===== src/rtl/decoder_nbit_if.sv =====
// Bus bundle for the registered one-hot decoder: binary index and enable in,
// one-hot select vector out.
interface decoder_nbit_if #(
  parameter int N = 5
);
  logic [N-1:0]      a;
  logic              enable;
  logic [(1<<N)-1:0] y;

  // Driver side: supplies the index/enable and observes the select bus.
  modport master (
    output a,
    output enable,
    input  y
  );

  // Decoder side: consumes the index/enable and drives the select bus.
  modport slave (
    input  a,
    input  enable,
    output y
  );
endinterface


===== src/rtl/decoder_nbit.sv =====
// Registered N-to-2^N one-hot decoder with enable. The select bus is taken
// straight from a flop so downstream chip/row/bank selects see a clean,
// cycle-aligned one-hot value with one clock of latency.
module decoder_nbit #(
  parameter int N = 5
) (
  input  logic          clk,
  input  logic          rst_n,
  decoder_nbit_if.slave bus
);

  localparam int W = 1 << N;

  // Binary index to one-hot; every index value is in range, so no default
  // bit pattern beyond the cleared vector is needed.
  function automatic logic [W-1:0] onehot(input logic [N-1:0] idx);
    logic [W-1:0] v;
    v      = '0;
    v[idx] = 1'b1;
    return v;
  endfunction

  logic [W-1:0] dec_p0;
  logic [W-1:0] y_p1;

  // Stage 0: combinational decode, gated to all-zero when disabled.
  always_comb begin
    dec_p0 = '0;
    if (bus.enable) begin
      dec_p0 = onehot(bus.a);
    end
  end

  // Stage 1: output register; asynchronous clear drops any pending sample.
  always_ff @(posedge clk or negedge rst_n) begin
    if (!rst_n) begin
      y_p1 <= '0;
    end else begin
      y_p1 <= dec_p0;
    end
  end

  assign bus.y = y_p1;

endmodule


===== src/flat_wrapper.sv =====
// flat-port wrapper written by rule: the top's interface ports become plain ports
module decoder_nbit_flat 
#(
  parameter int N = 5
)
  (clk, rst_n, bus_a, bus_enable, bus_y);
  decoder_nbit_if #(.N(N)) bus_i ();
  input  logic clk;
  input  logic rst_n;
  input wire logic [$bits(bus_i.a)-1:0] bus_a;
  input wire logic [$bits(bus_i.enable)-1:0] bus_enable;
  output wire logic [$bits(bus_i.y)-1:0] bus_y;
  assign bus_i.a = bus_a;
  assign bus_i.enable = bus_enable;
  assign bus_y = bus_i.y;
  decoder_nbit #(.N(N)) u_core (.clk(clk), .rst_n(rst_n), .bus(bus_i));
endmodule

===== config.mk =====
export PLATFORM = sky130hd
export DESIGN_NAME = decoder_nbit_flat
export DESIGN_NICKNAME = d
export VERILOG_FILES = /design/src/rtl/decoder_nbit_if.sv /design/src/rtl/decoder_nbit.sv /design/src/flat_wrapper.sv
export SDC_FILE = /design/constraint.sdc
export NUM_CORES = 1
export LEC_CHECK = 0
export ABC_AREA = 1
export CORE_MARGIN = 1
export CORE_UTILIZATION = 40
export DETAILED_ROUTE_END_ITERATION = 6
export HOLD_SLACK_MARGIN = 0.08
export PLACE_DENSITY = 0.78
export SYNTH_ARGS = -nofsm -noshare
export SYNTH_HDL_FRONTEND = slang
export SYNTH_SLANG_ARGS = --single-unit
export TNS_END_PERCENT = 30

===== constraint.sdc =====
create_clock -name clk -period 0.8 [get_ports clk]
set_input_delay 0.16 -clock clk [delete_from_list [all_inputs] [get_ports clk]]
set_output_delay 0.16 -clock clk [all_outputs]
set_load 0.03 [all_outputs]

Word-level counts from Yosys, hierarchy flattened
Cells that the tools add are included.
{"block": "totals", "input_bits": 8, "register_bits": 32}
{"block": "op_classes", "n_lt_le_gt_ge": 2, "reduce_logical": 1, "n_mux": 3}
{"op": "$mux 32", "n": 1}
{"op": "$lt 5x6->1 const B", "n": 1}
{"op": "$demux 1 s5", "n": 1}
{"op": "$ge 5x1->1 const B", "n": 1}
{"op": "$logic_and 1x1->1", "n": 1}
{"op": "$mux 1", "n": 1}

Depth between registers and ports, before layout
{"block": "logic_depth", "word_depth": 5, "mapped_depth": 3}

Worst setup path after synthesis
No wires, ideal clock.
{"block": "synth_timing", "path_type": "register to output", "start": "register u_core.y_p1[0] (netlist: u_core.bus.y[0])", "end": "output port bus_y[0]", "slack_ps": 173, "arrival_ps": 467, "stages_incl_launch_ff": 1, "path_buffers": 0, "cell_sequence": "dfrtp_1"}
{"item": "from (decl)", "line_no": "decoder_nbit.sv:24", "text": "logic [W-1:0] y_p1;"}
{"item": "from (signal assigned)", "line_no": "decoder_nbit.sv:39", "text": "y_p1 <= dec_p0;"}
{"item": "to (decl)", "line_no": "flat_wrapper.sv:12", "text": "output wire logic [$bits(bus_i.y)-1:0] bus_y;"}
No word-level cell between the ends.

Final worst setup path
{"block": "layout_timing", "start": "register u_core.y_p1[25] (netlist: u_core.bus.y[25])", "end": "output port bus_y[25]"}
No word-level cell between the ends.

==> reports/metrics.yaml <==
timing:
  period_minus_slack_ns: 1.03
  drv_slew: 0
  grt_setup_unrepaired: "yes"
  finalHoldViolCount: 0
  postLayoutSetupSlackWorst_ns: -0.234
  worstMarginPinSlew_ns: 0.225
  finalSetupViolCount: 32
  max_slew_margin_pct: 85.0
  post-route-period-util_pct: 129
  fmax_mhz: 967
route:
  drt_iter0_drc: 11
  drt-total-wl_mm: 2.28
  drc_errors: 0
  wl_per_cell_microns: 14.1
  via_per_inst: 4.85
  vias: 786
  postRouteAntennaNets: 0
  firstDrtPassIters: 4
clocking:
  cts_setup_buffers: 0
  cts_tree: "yes"
  cts_sinks: 32
  numCtsBuffers: 5
  cts_buffer_depth: 2
  clkTransAtPathRegs_ns: 0.09
  htreeDepth: 2
  root_buffer: "clkbuf_4"
job:
  cap_violations: 0
floorplanning:
  die_w_microns: 52.0
  rows: 17
  core-area_sq_um: 2280
  die-area_sq_um: 2710
  pin_count: 40
  die_h_microns: 52.0
  initial_utilization_pct: 44.0
synthesis:
  synth-warning-count: 0
  seq_area_frac_synth_pct: 80.0
  yosysUniqueCellTypes: 5
  syn_area_per_cell_sq_um: 12.2
  syn_inst: 82
  syn-cell-area_sq_um: 1000
  syn_nets: 90
  ys_seq_elements: 32
grt:
  grt_pass1_vias: 840
  grt_max_degree: 33
  grt_first_pass_wirelength_mm: 3.96
  antenna_found_initial: 0
  overflow: 0
  grt.total_usage_pct: 21.7
run_status:
  violations: "setup timing"
  outcome: "finished, violations left"
min_path:
  hold_class: "in -> async"
final_layout:
  largest_register_ffs: 32
  fin_util_pct: 69.5
  fillCellCount: 175
  multi_input_area_sq_um: 194
  synthToLayoutAreaGrowth_pct: 58.1
  layout.nets: 142
  regArea_sq_um: 801
  drive_above_1_share_pct: 35.8
  n_antenna_cell: 0
placed_design:
  port_buffers: 39
  routabilityCongestion: 0.758
  dp.final_hpwl_mm: 1.55
  post-place-ws_ns: -0.426
setup_path:
  cp.depth: 1
  startpoint_type: "register"
  cp_slowest_stage_delay_ns: 0.40
  worstSetupPathType: "reg -> out"
  cp_data_required_time_ns: 0.64
  crit_slowest_cell: "dfrtp_1"
  path_max_fanout: 1
  cp_top_family: "flip-flops"
  arrival_ns: 0.87
  crit_chain: "buf_6"
  end_kind: "output pin"
  worst-path-buf-inv: 1
power:
  vdd_drop_max_v: 0.00129
  power_density_nw_per_um2: 1700
  p_leak_nw: 0.827
## cells in the mapped netlist
master / n / area share (%)
nand2_1: 2 / 0.75
nor2_1: 33 / 12
dfrtp_1: 32 / 80
inv_1: 5 / 1.9
nand3_1: 10 / 5.0
## path summary, 6_finish.rpt
check,from,endpoint,slack [ns]
min in group clk,bus_a[2],u_core.bus.y[5],0.23
worst max-delay path,u_core.bus.y[25],bus_y[25],-0.23
worst min-delay path,rst_n,u_core.bus.y[4],0.19
max in group asynchronous,rst_n,u_core.bus.y[8],0.45
## final cells by class
type | count | share of cell area, %
timing repair buffer | 45 | 30.8
sequential | 32 | 50.6
inverter | 5 | 1.19
clock inverter | 1 | 0.316
tap | 28 | 2.21
multi-input combinational | 45 | 12.3
clock buffer | 6 | 2.61
## cells in the final DEF, fill, tap and decap left out
master,n
clkdlybuf4s50_1,1
buf_12,1
dlygate4sd2_1,4
buf_4,5
nand3_2,2
inv_2,1
clkinv_2,1
inv_1,4
dlymetal6s2s_1,2
nand3_1,8
buf_6,32
nand2_1,2
nor2_1,32
nor2_2,1
clkbuf_1,1
clkbuf_4,5
dfrtp_1,32
## report_power, final
part | switching, mW | total (mW) | internal (mW)
combinational | 0.146 | 0.233 | 0.0874
sequential | 0.00761 | 1.64 | 1.63
clock | 0.493 | 0.816 | 0.323
total | 0.647 | 2.69 | 2.04
## routing by layer
layer | vias to the layer above | part of all wire, % | GRT usage [%]
met1 | 393 | 38 | 26.1
met5 | - | 0 | 0
met3 | 5 | 7.0 | 7.31
met4 | 0 | 2.0 | 12.2
met2 | 32 | 53 | 33.8
li1 | 356 | - | -
## metrics by stage
stage          total power [mW]  instance area [sq um]  hold WS [ns]  TNS (ns)  instances
2_1_floorplan              1.75                   1000        -0.136         0         82
3_3_place_gp               1.89                   1400         0.539    -10.68        155
3_5_place_dp               1.89                   1400         0.549    -12.06        155
4_1_cts                    2.72                   1570         0.183     -7.23        162
5_1_grt                    2.82                   1580         0.195     -7.92        162
6_report                   2.69                   1580         0.187     -6.69        162
## logic make-up (layout without fill, tap and decap cells)
logic type             count (synthesis)  after routing  synth area share [%]
DFF                                   32             32                  80.0
buffers and inverters                  5             57                  1.88
and+or+nand+nor                       45             45                  18.1
## what timing repair did
item                       CTS  global route
resized for setup           38             4
setup endpoints to repair   59            60
hold buffers                 0             0
Note: power is estimated with default switching activity, not from simulation.
==> RTL change, RTL diff (same flow settings) <==
`N` is set to 5 in 3 places; all go to 6.
--- a/src/rtl/decoder_nbit_if.sv
+++ b/src/rtl/decoder_nbit_if.sv
@@ -3,3 +3,3 @@
 interface decoder_nbit_if #(
-  parameter int N = 5
+  parameter int N = 6
 );
--- a/src/rtl/decoder_nbit.sv
+++ b/src/rtl/decoder_nbit.sv
@@ -4,3 +4,3 @@
 module decoder_nbit #(
-  parameter int N = 5
+  parameter int N = 6
 ) (
--- a/src/flat_wrapper.sv
+++ b/src/flat_wrapper.sv
@@ -3,3 +3,3 @@
 #(
-  parameter int N = 5
+  parameter int N = 6
 )
Interface: changed (resized bus_a and bus_y); port bits go from 40 to 73. No check against the original RTL was run, so the function may have changed too.
==> RTL change against the original RTL <==
Total power is 110% higher. Worst setup slack better by 0.011 ns. Count of clock-buffer cells in the layout is 5 higher. Sequential share of layout area shrank 0.69 points. The run still ends with setup timing left. Sequential cell count rose by 32. Design area rose by 100%. Area after synthesis rose by 100%. Routed wire length increased by 110%. Cell count increased by 110%.
==> RTL change: results <==
grt:
  grtUsageTotal_pct: 19.1
  grt_max_degree: 65
  antenna_found_initial: 0
  grt_pass1_wl_um: 7290
  grt_pass1_vias: 1498
pwr:
  pg_clk_mw: 2.10
  swShare_pct: 22.7
  comb_cell_power_mw: 0.401
  leakage_nw: 1.62
  p_int_mw: 4.46
  vdd.ir_drop.worst_mv: 1.22
drt:
  post_drt_wl_per_cell_um: 14.1
  avgViaCountPerCell: 4.65
  first_pass_iters: 4
  drt_iter0_drc: 83
yosys:
  syn_nets: 178
  synth_common_cells: "nor2_1 (67), dfrtp_1 (64), nand3_1 (11)"
  netlist-cell-type-count: 10
  synth-edff-count: 0
  synth-async-reset-ratio_pct: 100
  yosysSeqAreaShare_pct: 78.1
  yosys_warnings: 0
  synthCells: 169
  synthTopCellsByArea: "dfrtp_1 (78%), nor2_1 (12%), nand4_1 (3.1%)"
cells_and_area:
  largest_reg_flops: 64
  nFillCells: 389
  final_cell_count_no_fill: 334
  diodes: 0
  nets: 274
  drive_gt1_share_pct: 39.7
placement:
  gp_congestion: 0.812
  dpl.hpwl_um: 3110
  dp_cells: 318
  placement.io_buffers: 72
  place_ws_ns: -0.628
critical_path:
  arrival_ns: 0.86
  cpPeakStageDelay_ns: 0.40
  crit_family: "flip-flops"
  crit_fanout: 1
  worst_path_max_delay_cell: "dfrtp_1"
timing:
  setup_viol: 64
  worstMarginPinSlew_ns: 0.345
  setup_ws_ns: -0.223
outcome:
  status: "finished with violations"
  violations: "setup timing"
min_path:
  hold_path.class: "input pin to flop"
clocking:
  cts_buffer_depth: 2
  cts_root_buf: "clkbuf_8"
  clkTransAtPathRegs_ns: 0.06
  numCtsBuffers: 9
  htree_levels: 3
## RTL change: metal layers
layer	routed length (um)	share of wire (%)	global-route usage [%]
met5	0	0	0
met2	2350	50	30.7
met4	87	1.8	9.62
met1	1990	42	24.2
met3	278	5.9	4.66
## RTL change: path summary, 6_finish.rpt
check | from | to | slack (ns) | depth (start not counted)
worst max-delay path | u_core.bus.y[41] | bus_y[41] | -0.22 | 1
worst min-delay path | bus_a[5] | u_core.bus.y[53] | 0.24 | 3
max in group asynchronous | rst_n | u_core.bus.y[9] | 0.16 | 3
min in group asynchronous | rst_n | u_core.bus.y[52] | 0.38 | 3
## RTL change: cell type report
type / count / share of cell area, %
sequential: 64 / 49.9
timing repair buffer: 90 / 29.2
multi-input combinational: 94 / 13.1
clock buffer: 11 / 4.09
tap: 67 / 2.61
inverter: 6 / 0.702
clock inverter: 2 / 0.312
## RTL change: what timing repair did
action	in CTS	in global routing
pin swaps	7	5
endpoints found under the setup margin	128	115
hold buffers	1	0
buffers inserted	2	0
hold endpoints to repair	64	0
resized for setup	79	9
## RTL change: logic make-up (layout without fill, tap and decap cells)
group / count (synthesis) / count (layout) / share of synthesized area (%)
flops: 64 / 64 / 78.1
buf+inv: 11 / 109 / 2.75
simple gates: 94 / 94 / 19.1
## RTL change: through the flow
step | cell area, um2 | utilization (%) | setup TNS [ns]
after floorplan | 2050 | - | 0
after detailed placement | 2790 | 58.0 | -35.26
after global placement | 2790 | 58.0 | -33.64
final | 3210 | 66.6 | -12.42
after global routing | 3210 | 66.6 | -14.19
after CTS | 3210 | 66.7 | -13.17
